**src/rtl/adder_digit_serial.sv**
```systemverilog
// adder_digit_serial: NBITS adder computed DBITS bits per cycle behind val/rdy handshakes
module adder_digit_serial #(
    parameter int NBITS = 16,
    parameter int DBITS = 4
) (
    input  logic             clk,
    input  logic             rst_n,
    input  logic             in_val,
    output logic             in_rdy,
    input  logic [NBITS-1:0] in_a,
    input  logic [NBITS-1:0] in_b,
    input  logic             in_cin,
    output logic             out_val,
    input  logic             out_rdy,
    output logic [NBITS-1:0] out_sum,
    output logic             out_cout,
    output logic             out_ovf
);
    localparam int NDIGITS = NBITS / DBITS;
    localparam int CW = NDIGITS > 1 ? $clog2(NDIGITS) : 1;

    typedef enum logic [1:0] {IDLE, CALC, DONE} state_t;

    state_t                 state;
    logic [NBITS-1:0]       a_r, b_r, sum_r, sum_next;
    logic                   carry, last;
    logic [CW-1:0]          cnt;
    logic [DBITS:0]         dsum;
    logic [NBITS+DBITS-1:0] cat;

    // Single digit slice: operands shift right so the current digit is always the low one,
    // and finished digits enter the sum register from the top.
    always_comb begin
        dsum     = {1'b0, a_r[DBITS-1:0]} + {1'b0, b_r[DBITS-1:0]} + {{DBITS{1'b0}}, carry};
        cat      = {dsum[DBITS-1:0], sum_r};
        sum_next = cat[NBITS+DBITS-1:DBITS];
        last     = cnt == CW'(NDIGITS - 1);
    end

    // Control FSM with every handshake and result output registered.
    always_ff @(posedge clk or negedge rst_n) begin
        if (!rst_n) begin
            state    <= IDLE;
            a_r      <= '0;
            b_r      <= '0;
            sum_r    <= '0;
            carry    <= 1'b0;
            cnt      <= '0;
            in_rdy   <= 1'b0;
            out_val  <= 1'b0;
            out_sum  <= '0;
            out_cout <= 1'b0;
            out_ovf  <= 1'b0;
        end else begin
            case (state)
                IDLE: begin
                    in_rdy <= 1'b1;
                    if (in_val && in_rdy) begin
                        a_r    <= in_a;
                        b_r    <= in_b;
                        carry  <= in_cin;
                        cnt    <= '0;
                        sum_r  <= '0;
                        in_rdy <= 1'b0;
                        state  <= CALC;
                    end
                end
                CALC: begin
                    a_r   <= a_r >> DBITS;
                    b_r   <= b_r >> DBITS;
                    sum_r <= sum_next;
                    carry <= dsum[DBITS];
                    cnt   <= cnt + 1'b1;
                    if (last) begin
                        out_sum  <= sum_next;
                        out_cout <= dsum[DBITS];
                        out_ovf  <= (a_r[DBITS-1] == b_r[DBITS-1]) && (dsum[DBITS-1] != a_r[DBITS-1]);
                        out_val  <= 1'b1;
                        state    <= DONE;
                    end
                end
                DONE: begin
                    if (out_rdy) begin
                        out_val <= 1'b0;
                        in_rdy  <= 1'b1;
                        state   <= IDLE;
                    end
                end
                default: state <= IDLE;
            endcase
        end
    end
endmodule

```
**config.mk**
```make
export PLATFORM = sky130hd
export DESIGN_NAME = adder_digit_serial
export DESIGN_NICKNAME = d
export VERILOG_FILES = /design/src/rtl/adder_digit_serial.sv
export SDC_FILE = /design/constraint.sdc
export NUM_CORES = 1
export LEC_CHECK = 0
export CORE_ASPECT_RATIO = 1.2
export CORE_UTILIZATION = 51
export CTS_BUF_LIST = sky130_fd_sc_hd__clkbuf_4 sky130_fd_sc_hd__clkbuf_8 sky130_fd_sc_hd__clkbuf_16
export CTS_CLUSTER_SIZE = 30
export DETAILED_ROUTE_END_ITERATION = 6
export GPL_TIMING_DRIVEN = 0
export HOLD_SLACK_MARGIN = 0.06
export PLACE_DENSITY_LB_ADDON = 0.3
export SLEW_MARGIN = 10
export SYNTH_ARGS = -nofsm -noshare
export SYNTH_HDL_FRONTEND = slang
export SYNTH_SLANG_ARGS = --single-unit
```
**constraint.sdc**
```tcl
create_clock -name clk -period 1.9 [get_ports clk]
set_input_delay 0.38 -clock clk [delete_from_list [all_inputs] [get_ports clk]]
set_output_delay 0.38 -clock clk [all_outputs]
set_load 0.01 [all_outputs]
```
**Word level (Yosys, flattened, before mapping)**

Index checks and enable logic that the tools add are counted.

- Bits in registers: 73
- Bits in latches: 0
- Memory bits (writable): 0
- Memory bits (read-only): 0
- Input bits: 37
- Output and inout bits: 20
- Word-level logic and storage cells: 53
- Memories: 0

- Add/subtract/negate cells: 3
- $mul: 0
- Divide/modulo/power cells: 0
- Magnitude comparators: 0
- Eq/ne operators: 8
- Shift operators: 0
- Mux-type cells: 20
- Bitwise logic cells: 0
- Reduce and logical (&&, ||, !) cells: 11

Operators by type and width:

| operator | count |
|---|---|
| $pmux 16 s2 | 3 |
| $mux 16 | 3 |
| $mux 2 | 4 |
| $ne 2x2->1 const B | 3 |
| $pmux 1 s2 | 3 |
| $pmux 2 s3 | 1 |
| $reduce_and 2->1 | 3 |
| $reduce_and 3->1 | 2 |
| $reduce_bool 2->1 | 3 |
| $add 4x4->5 | 1 |
| $add 5x1->5 | 1 |
| $mux 1 | 5 |
| $eq 2x2->1 const B | 2 |
| $pmux 2 s2 | 1 |
| $add 2x1->2 const B | 1 |
| $eq 2x1->1 const B | 1 |
| $logic_and 1x1->1 | 2 |
| $logic_not 2->1 | 1 |
| $eq 1x1->1 | 1 |
| $ne 1x1->1 | 1 |

**Logic depth before layout (Yosys ltp)**

Gate-level depths: netlist of the first run.

- Depth in word-level cells: 4
- Mapped depth: 6
- Mapped depth without buffers: 5

**Worst setup path after synthesis of the first run**

OpenSTA, ideal clock, no wires.

- Path kind: reg2reg
- Start: register a_r[0]
- End: register carry
- Library setup time: 134 ps
- Arrival: 1634 ps
- Slack: 133 ps
- Cell stages (with the launch flop): 6
- Period minus slack after synthesis: 1767 ps
- Cells stage by stage: dfrtp_1 > fa_1 > fa_1 > a21o_1 > a21oi_1 > o211ai_1

- Cells in the longest elaborated chain, start to end: 3

Ends and longest elaborated chain:

| what | line | text |
|---|---|---|
| start: declaration | 25 | `logic [NBITS-1:0] a_r, b_r, sum_r, sum_next;` |
| start signal: assignment | 59 | `a_r <= in_a;` |
| start signal: assignment | 69 | `a_r <= a_r >> DBITS;` |
| $add 4x4->5 | 34 | `dsum = {1'b0, a_r[DBITS-1:0]} + {1'b0, b_r[DBITS-1:0]} + {{DBITS{1'b0}}, carry};` |
| $add 5x1->5 | 34 |  |
| $pmux 1 s2 | 55 | `case (state)` |
| end signal: assignment | 61 | `carry <= in_cin;` |
| end signal: assignment | 72 | `carry <= dsum[DBITS];` |
| end: declaration | 26 | `logic carry, last;` |

Every way passes these cells.
A chain may end at the register's enable or synchronous reset.

**Final worst setup path of the first run**

Same ends and word-level chain as after synthesis.

==> metrics.yaml, run 1 <==
syn_area_um2: 3000
post_cts_buffers: 0
first_iter_violations: 106
status: "complete, no violations"
worstReg2RegEnd: "carry"
seq_power_share_pct: 36.4
setup_ws_ns: 0.0970
synth_adder_area_share_pct: 3.00
clkLatencyLatePin_ns: 0.34
std_cell_rows: 30
path_buf_inv: 0
arrival_ns: 2.03
yosys.area.top_type: "dfrtp_1"
layout-area-overhead-vs-synth_pct: 31.3
synth_mux_area_share_pct: 13.2
cp.depth: 5
yosysWarnings: 0
yosys.cell_count.top_type: "dfrtp_1"
start_util_pct: 53.0
maxCapViolCount: 0
max_freq_mhz: 555
drt_pass1_iterations: 4
drt-total-wl_um: 6060
path_clk_slew_ns: 0.07
p_switching_mw: 2.37
hold_path_end: "out_sum[14]"
hold_path.class: "flop to flop"
swShare_pct: 34.1
holdPathStages: 2
crit_chain: "fa_2 > fa_2 > a21o_1 > a21oi_1 > o211ai_1"
p_int_mw: 4.57
syn_nets: 283
cts_sinks: 69
synth.distinct_cells: 34
combPwrFrac_pct: 42.5
pin_count: 57
drv_slew: 0
min_from: "out_sum[14]"
globalplace.congestion: 0.771
core_um2: 5670
synth_seq_cells: 69
period_needed_ns: 1.80
cts_root_buf: "clkbuf_8"
design_power_total_mw: 6.95
grtUsageTotal_pct: 22.5
numPortBuffers: 56
synthArstFlopShare_pct: 100
synthFlopType: "dfrtp_1"
htreeDepth: 3
synthCells: 240
grt_pass1_vias: 2209
grt_max_degree: 41
pwr-share-clk_pct: 21.1
crit_path_start_kind: "flop"
synth-simple-area-share_pct: 3.33
ys_seq_area_share_pct: 57.5
cp_slowest_cell: "dfrtp_1"
synth-edff-count: 0
path_max_fanout: 2
die_x_um: 72.1
drcViolationCount: 0
path_common_cell: "fa_2"
fp.dieArea_um2: 6200
setup_viol: 0
tightestPinTransition_ns: 0.645
nNetsFinal: 352
end_kind: "flop"
peakVddDrop_uv: 877
path_class: "flop to flop"
postRouteAntennaNets: 0
clockBufferDepth: 2
cts_buffers: 9
required_ns: 2.12
antenna_found_initial: 0
die_y_um: 86.1
grt_pass1_wl_um: 10400
max-slew-margin-rel_pct: 56.8
vias: 2157
synth_compound_area_share_pct: 18.5
leakagePower_nw: 1.78
critPathMaxStageDelay_ns: 0.42
synth_top_area_share_pct: 57.5
rsz0062_at_grt: "no"
finClkSkew_ns: 0.00646
regToRegSetupSlack_ns: 0.1
tritoncts: "done"
crit-reg2reg-launch: "a_r[0]"
hold_viol_final: 0
critPathTopFamily: "adder cells"
final_layout_size_suffix_gt1_share_pct: 15.0
synth_top_family_by_area: "compound AO/OA/AOI/OAI gates"
place_hpwl_um: 4260
post-route-period-util_pct: 94.9
tns_ns: 0
power.density_nw_per_um2: 1760
synth.area.top_cells: "dfrtp_1 (57%), o21ai_0 (8.8%), mux2i_1 (8.0%), a22o_1 (5.5%), mux2_2 (5.2%)"
synthXorXnorAreaFrac_pct: 0.292
viasPerCell: 5.49
postSynthAreaPerCell_um2: 12.5
n_antenna_cell: 0
overflow: 0
wl_per_cell_um: 15.4
place_ws_ns: -0.0439
synth_common_cells: "dfrtp_1 (69), o21ai_0 (53), mux2i_1 (24), a22o_1 (19), mux2_2 (14)"
rr_worst_depth: 5
[cell families after synthesis]
| family | after synthesis |
|---|---|
| buf+inv | 19 |
| simple gates | 18 |
| fa+ha+maj | 6 |
| xor+xnor | 1 |
| flops | 69 |
| compound gates | 89 |
| mux | 38 |
[metrics by stage]
stage / area, um2 / hold WS (ns) / std cells / util, %
5_1_grt: 3940 / 0.523 / 393 / 69.6
3_3_place_gp: 3660 / 0.476 / 376 / 64.7
4_1_cts: 3940 / 0.502 / 393 / 69.5
3_5_place_dp: 3680 / 0.331 / 377 / 65.0
6_report: 3940 / 0.491 / 393 / 69.6
2_1_floorplan: 3000 / 0.0844 / 240 / -
[area by class of cell]
class	instances	area, um2
Tap cell	80	100
Clock inverter	4	95.1
Clock buffer	11	151
Multi-Input combinational cell	152	1160
Buffer	17	119
Sequential cell	69	1730
Timing Repair Buffer	58	588
Inverter	2	7.51
Fill cell	423	1720
[worst reg2reg max path, delay by kind of cell, from the launching register on]
kind	cells	cell delay, ns
AOI/OAI and AO/OA	3	0.49
DFF	1	0.42
adders and majority gates	2	0.77
[worst max-delay path by stage]
stage	from	end	slack, ns
2_1_floorplan	a_r[0]	carry	0.13
3_3_place_gp	rst_n	a_r[15]	-1.78
3_5_place_dp	in_val	a_r[9]	-0.04
4_1_cts	a_r[0]	carry	0.03
5_1_grt	a_r[0]	out_cout	0.03
6_report	a_r[0]	carry	0.1
[power by group through the flow]
stage / registers (mW) / clock network [mW] / logic, mW
floorplan: 2.53 / 0 / 1.93
global route: 2.61 / 1.54 / 3.26
finish: 2.53 / 1.46 / 2.95
CTS: 2.53 / 1.48 / 2.97
detailed placement: 2.55 / 0 / 2.94
global placement: 2.51 / 0 / 2.86
[placed cells by master, fill, tap and decap left out, types with 4 or more instances in the layout]
| cell | n |
|---|---|
| dfrtp_1 | 69 |
| clkdlybuf4s50_1 | 55 |
| o21ai_0 | 53 |
| mux2i_1 | 24 |
| a22o_1 | 19 |
| mux2_2 | 14 |
| clkbuf_8 | 11 |
| buf_6 | 6 |
| buf_2 | 5 |
| clkbuf_1 | 5 |
| nand2_1 | 5 |
| a21oi_1 | 4 |
| ha_1 | 4 |
[metal layers]
| layer | vias up | share of wire (%) | track usage (%) |
|---|---|---|---|
| li1 | 1015 | - | - |
| met1 | 1070 | 43 | 27.6 |
| met2 | 61 | 51 | 37.6 |
| met3 | 11 | 3.1 | 3.76 |
| met4 | 0 | 2.5 | 11.9 |
| met5 | - | 0 | 0 |
[what timing repair did]
action | CTS | global route
hold buffers | 1 | 0
resized for setup | 1 | 1
endpoints found under the hold margin | 29 | 0
pin swaps | 0 | 0
endpoints found under the setup margin | 2 | 2
[registers in the layout, summed over array words and instances, names as in the netlist, 2 cells and up]
name	flops
a_r	16
b_r	16
sum_r	12
state	2
out_sum	16
cnt	2
(Power assumes the default switching activity.)
==> run 2, diff against run 1 <==
--- a/config.mk
+++ b/config.mk
@@ -13,7 +13,9 @@
 export GPL_TIMING_DRIVEN = 0
 export HOLD_SLACK_MARGIN = 0.06
 export PLACE_DENSITY_LB_ADDON = 0.3
+export SKIP_LAST_GASP = 1
 export SLEW_MARGIN = 10
 export SYNTH_ARGS = -nofsm -noshare
 export SYNTH_HDL_FRONTEND = slang
 export SYNTH_SLANG_ARGS = --single-unit
+export TNS_END_PERCENT = 10
==> results of run 2 <==
Same layout as run 1: the final DEF is identical, and so are final timing and power.
==> run 3, diff against run 2 <==
--- a/config.mk
+++ b/config.mk
@@ -13,7 +13,6 @@
 export GPL_TIMING_DRIVEN = 0
 export HOLD_SLACK_MARGIN = 0.06
 export PLACE_DENSITY_LB_ADDON = 0.3
-export SKIP_LAST_GASP = 1
 export SLEW_MARGIN = 10
 export SYNTH_ARGS = -nofsm -noshare
 export SYNTH_HDL_FRONTEND = slang
==> results of run 3 <==
Same layout as run 1: the final DEF is identical, and so are final timing and power.
